--- src/rtl/mux_rr_param.sv ---
// mux_rr_param -- N-channel, WIDTH-bit registered multiplexer that merges
// channels ahead of the serialiser. The grant is chosen either by a fixed
// external selector (mode=0) or by round-robin arbitration across the valid
// channels (mode=1).
//
// Ports:
//   clok       rising-edge clock
//   reset      asynchronous active-high reset
//   mode       0 = fixed select, 1 = round-robin
//   selector   channel used in mode 0 (out of range grants nothing)
//   data_in    flat bus, channel k at [k*WIDTH +: WIDTH]
//   valid_in   per-channel valid
//   pop        combinational one-hot grant (source consumes its word)
//   data_out   registered data of the last grant
//   valid_out  registered; high the cycle after a grant
//   chan_out   registered index of the granted channel
//   grant_cnt  saturating 8-bit grant counter (only with MUX_STATS_EN)
//
// Optional feature macro: MUX_STATS_EN adds grant_cnt.
module mux_rr_param #(
  parameter  int WIDTH    = 2,
  parameter  int CHANNELS = 4,
  localparam int SEL_W    = $clog2(CHANNELS)
) (
  input  logic                      clok,
  input  logic                      reset,
  input  logic                      mode,
  input  logic [SEL_W-1:0]          selector,
  input  logic [CHANNELS*WIDTH-1:0] data_in,
  input  logic [CHANNELS-1:0]       valid_in,
`ifdef MUX_STATS_EN
  output logic [7:0]                grant_cnt,
`endif
  output logic [CHANNELS-1:0]       pop,
  output logic [WIDTH-1:0]          data_out,
  output logic                      valid_out,
  output logic [SEL_W-1:0]          chan_out
);

  localparam logic [SEL_W-1:0] LAST = SEL_W'(CHANNELS - 1);

  logic [CHANNELS-1:0][WIDTH-1:0] din;
  logic                           gnt;
  logic [SEL_W-1:0]               gnt_chan;
  logic [SEL_W-1:0]               cand;

  logic [SEL_W-1:0] ptr_q,  ptr_d;
  logic [WIDTH-1:0] data_q, data_d;
  logic [SEL_W-1:0] chan_q, chan_d;
  logic             vld_q,  vld_d;

  assign din = data_in;

  // Grant selection. Round-robin walks CHANNELS candidates starting one past
  // ptr; the wrap is an explicit compare so non power-of-two counts work.
  always_comb begin
    gnt      = 1'b0;
    gnt_chan = ptr_q;
    cand     = ptr_q;
    if (!mode) begin
      gnt_chan = selector;
      if ((selector <= LAST) && valid_in[selector]) gnt = 1'b1;
    end else begin
      for (int i = 0; i < CHANNELS; i++) begin
        cand = (cand == LAST) ? '0 : cand + 1'b1;
        if (!gnt && valid_in[cand]) begin
          gnt      = 1'b1;
          gnt_chan = cand;
        end
      end
    end
  end

  // The source pops on the same cycle it is granted; suppressed during reset
  // so no source drops a word that will never be registered.
  always_comb begin
    pop = '0;
    if (gnt && !reset) pop[gnt_chan] = 1'b1;
  end

  // ptr follows every grant in both modes so a later switch to round-robin
  // continues from the last served channel.
  always_comb begin
    ptr_d  = ptr_q;
    data_d = data_q;
    chan_d = chan_q;
    vld_d  = gnt;
    if (gnt) begin
      ptr_d  = gnt_chan;
      data_d = din[gnt_chan];
      chan_d = gnt_chan;
    end
  end

  always_ff @(posedge clok or posedge reset) begin
    if (reset) begin
      ptr_q  <= LAST;
      data_q <= '0;
      chan_q <= '0;
      vld_q  <= 1'b0;
    end else begin
      ptr_q  <= ptr_d;
      data_q <= data_d;
      chan_q <= chan_d;
      vld_q  <= vld_d;
    end
  end

  assign data_out  = data_q;
  assign chan_out  = chan_q;
  assign valid_out = vld_q;

`ifdef MUX_STATS_EN
  logic [7:0] cnt_q, cnt_d;

  always_comb begin
    cnt_d = cnt_q;
    if (gnt && (cnt_q != 8'hFF)) cnt_d = cnt_q + 8'd1;
  end

  always_ff @(posedge clok or posedge reset) begin
    if (reset) cnt_q <= '0;
    else       cnt_q <= cnt_d;
  end

  assign grant_cnt = cnt_q;
`endif

endmodule

--- config.mk ---
export PLATFORM = sky130hd
export DESIGN_NAME = mux_rr_param
export DESIGN_NICKNAME = d
export VERILOG_FILES = /design/src/rtl/mux_rr_param.sv
export SDC_FILE = /design/constraint.sdc
export NUM_CORES = 1
export LEC_CHECK = 0
export BUFFER_PORTS_ARGS = -buffer_cell sky130_fd_sc_hd__buf_2
export CAP_MARGIN = 0
export CORE_ASPECT_RATIO = 1.25
export CORE_UTILIZATION = 50
export CTS_BUF_LIST = sky130_fd_sc_hd__clkbuf_16
export DETAILED_ROUTE_END_ITERATION = 8
export HOLD_SLACK_MARGIN = 0.02
export PLACE_DENSITY = 0.78
export SLEW_MARGIN = 40
export SYNTH_ARGS = -nofsm -noshare
export SYNTH_HDL_FRONTEND = slang
export SYNTH_SLANG_ARGS = --single-unit
export TNS_END_PERCENT = 30
--- constraint.sdc ---
create_clock -name clok -period 2.6 [get_ports clok]
set_input_delay 0.13 -clock clok [delete_from_list [all_inputs] [get_ports clok]]
set_output_delay 0.13 -clock clok [all_outputs]
set_load 0.005 [all_outputs]
==> flow_summary.yaml <==
run_status:
  status: "complete, but fails checks"
  violations: "negative setup slack"
synthesis:
  synth_top_area_cell: "dfrtp_1"
  synth_xor_area_frac: 0
  synth_area_leaders: "dfrtp_1 (15%), dfstp_2 (6.1%), nor2_1 (3.5%)"
  ys_ff_latch: 7
  synth_area_um2: 860
  synth_compound_area_frac: 0.412
  async_reset_ff_frac: 1.00
  yosysTopAreaCellShare: 0.146
  yosys.area_share.simple: 0.252
  avgSynthCellArea_um2: 8.86
  yosysSeqAreaShare: 0.207
  yosysUniqueCellTypes: 53
  synth_ff_type: "dfrtp_1"
  synth.area.mux_share: 0.0495
  ys.warnings.count: 0
  synthAdderAreaFrac: 0.0146
  synth_edf_count: 0
  synth_top_family_by_area: "compound AO/OA/AOI/OAI gates"
  synth_nets: 115
  syn_inst: 97
floorplanning:
  die_x_um: 39.1
  die-area_mm2: 0.00189
  core_mm2: 0.00158
  boundaryPins: 26
  initial_core_util: 0.544
  num_rows: 16
  die_h_um: 48.4
power:
  p_leak_nw: 0.524
  totalPowerFinal_mw: 1.09
  p_per_area_mw_per_mm2: 881
  vdd_drop_max_uv: 680
timing:
  slew_headroom: 0.732
  hold_viol: 0
  skew_ps: 2.01
  fin_crit_sh: 1.00
  fin_crit_ps: 2610
  fmax_ghz: 0.383
  finalWorstSetupSlack_ps: -8.91
  worst_pin_slew_ps: 398
  holdWs_ps: 251
  maxSlewViolCount: 0
  setup_viol: 1
  rsz0062_at_grt: "true"
clocking:
  clk_path_buf_depth: 2
  clkSlewWorstSetupHoldPaths_ps: 40
  cts_tree: "done"
  root_buffer: "clkbuf_16"
  clkLatencyLatePin_ps: 230
  cts_max_level: 1
  cts.sinks: 7
  numCtsBuffers: 3
setup_path:
  cpPeakStageDelay_ps: 550
  regToRegSetupSlack_ps: 60
  cp.required_ps: 2470
  cp_num_cells: 8
  regToRegEndpoint: "data_out[1]$_DFFE_PP0P_"
  cpMaxStageDelayCell: "dfstp_2"
  path_delay_family: "compound AO/OA/AOI/OAI gates"
  critPathBufInv: 2
  arrival_ps: 2480
  critPathLaunchType: "flip-flop"
  reg2reg_from: "ptr_q[0]$_DFFE_PP1P_"
  crit_fanout: 11
  reg2reg_depth: 8
  startpoint: "ptr_q[0]$_DFFE_PP1P_"
  cp-end-kind: "primary output"
  critPathKind: "flip-flop to primary output"
  endpoint: "pop[1]"
  crit_chain: "ha_4 > buf_12 > nand2b_1 > a21boi_0 > a211oi_2 > o31a_4 > nor4_2 > buf_2"
placement:
  port_buffers: 25
  hpwl_um: 1760
  placed_cells: 140
  globalplace.congestion: 0.793
grt:
  track_usage: 0.277
  grt_pass1_wl_um: 3820
  grt_pass1_vias: 869
  grt_antenna_before_repair: 0
  grt_max_degree: 13
  grt.overflow.total: 0
layout:
  layout_commonest_cell: "buf_2"
  antenna_cells: 0
  stdcell_count: 149
  nets: 150
  multi_input_area_um2: 712
  area_growth_syn_to_layout_pct: 43.8
  regArea_um2: 178
  layout_common_cells: "buf_2 (25), nor2_1 (8), buf_4 (7)"
  fillers: 119
  drive_gt1_frac: 0.511
routing:
  drcViolationCount: 0
  vias: 968
  wl_per_cell_um: 16.2
  vias_per_cell: 6.50
  drt-initial-drc-count: 41
  drt-total-wl_um: 2410
  ant_nets: 0
  dr.pass1.iters: 4
run:
  maxCapViolCount: 0
hold_path:
  whs_path_depth: 3
  holdCritPathClass: "input port to flip-flop"
-- per-stage QoR --
step	worst slack (ps)	utilization	cell area, um2	TNS, ps
after floorplan	196	-	860	0
after global placement	107	0.647	1020	0
after detailed placement	49.4	0.647	1020	0
after CTS	-6.99	0.735	1160	-8.60
after global routing	-100	0.782	1240	-351
final	-8.91	0.782	1240	-8.91
-- logic make-up (layout without fill, tap and decap cells) --
| family | after synthesis | after routing |
|---|---|---|
| flip-flops | 7 | 7 |
| AND/OR/NAND/NOR | 34 | 34 |
| adder cells (fa/ha/maj) | 1 | 1 |
| AO/OA/AOI/OAI | 42 | 42 |
| multiplexers | 3 | 3 |
| buffers and inverters | 10 | 44 |
-- state kept, by name (all words and copies together), names as in the netlist --
| signal | flops |
|---|---|
| chan_out | 2 |
| data_out | 2 |
| valid_out | 1 |
| ptr_q | 2 |
-- worst min path at each step --
| stage | from | endpoint | slack, ps |
|---|---|---|---|
| after floorplan | reset | chan_out[0]$_DFFE_PP0P_ | -70 |
| after global placement | reset | data_out[1]$_DFFE_PP0P_ | 90 |
| after detailed placement | reset | data_out[1]$_DFFE_PP0P_ | 110 |
| after CTS | data_in[6] | data_out[0]$_DFFE_PP0P_ | 260 |
| after global routing | data_in[6] | data_out[0]$_DFFE_PP0P_ | 280 |
| final | data_in[6] | data_out[0]$_DFFE_PP0P_ | 250 |
-- timing repair --
item,in CTS,in global routing
endpoints found under the hold margin,5,0
pin swaps,1,4
setup endpoints to repair,4,6
resized for setup,6,12
buffers inserted,1,3
hold buffers,1,0
-- worst min-delay path, delay by kind of cell --
kind                   cells  cell delay, ps
AOI/OAI and AO/OA          1              90
buffers and inverters      1             100
muxes                      1             110
-- metal layers --
layer / vias up / wire (um) / global-route usage
met2: 30 / 1280 / 0.478
met4: 0 / 63 / 0.0920
met5: - / 0 / 0
met1: 477 / 987 / 0.349
met3: 7 / 78 / 0.0183
li1: 454 / - / -
-- area by class of cell --
class / instances / area share
clock buffer: 3 / 0.0607
clock inverter: 1 / 0.00304
inverter: 4 / 0.0121
multi-input combinational: 80 / 0.576
sequential: 7 / 0.144
tap: 18 / 0.0182
timing repair buffer: 36 / 0.186
-- cells in the mapped netlist, types with 3 or more instances --
library cell	n
o21a_1	3
o21ai_0	4
a21o_1	3
nor4_1	3
a21oi_1	4
inv_1	4
nor2_1	8
dfrtp_1	5
buf_2	3
nand2_1	3
a211oi_1	3
-- power breakdown --
| group | switching, mW | internal [mW] |
|---|---|---|
| registers | 0.0234 | 0.153 |
| clock network | 0.0574 | 0.200 |
| logic | 0.323 | 0.332 |
(Power assumes the default switching activity.)
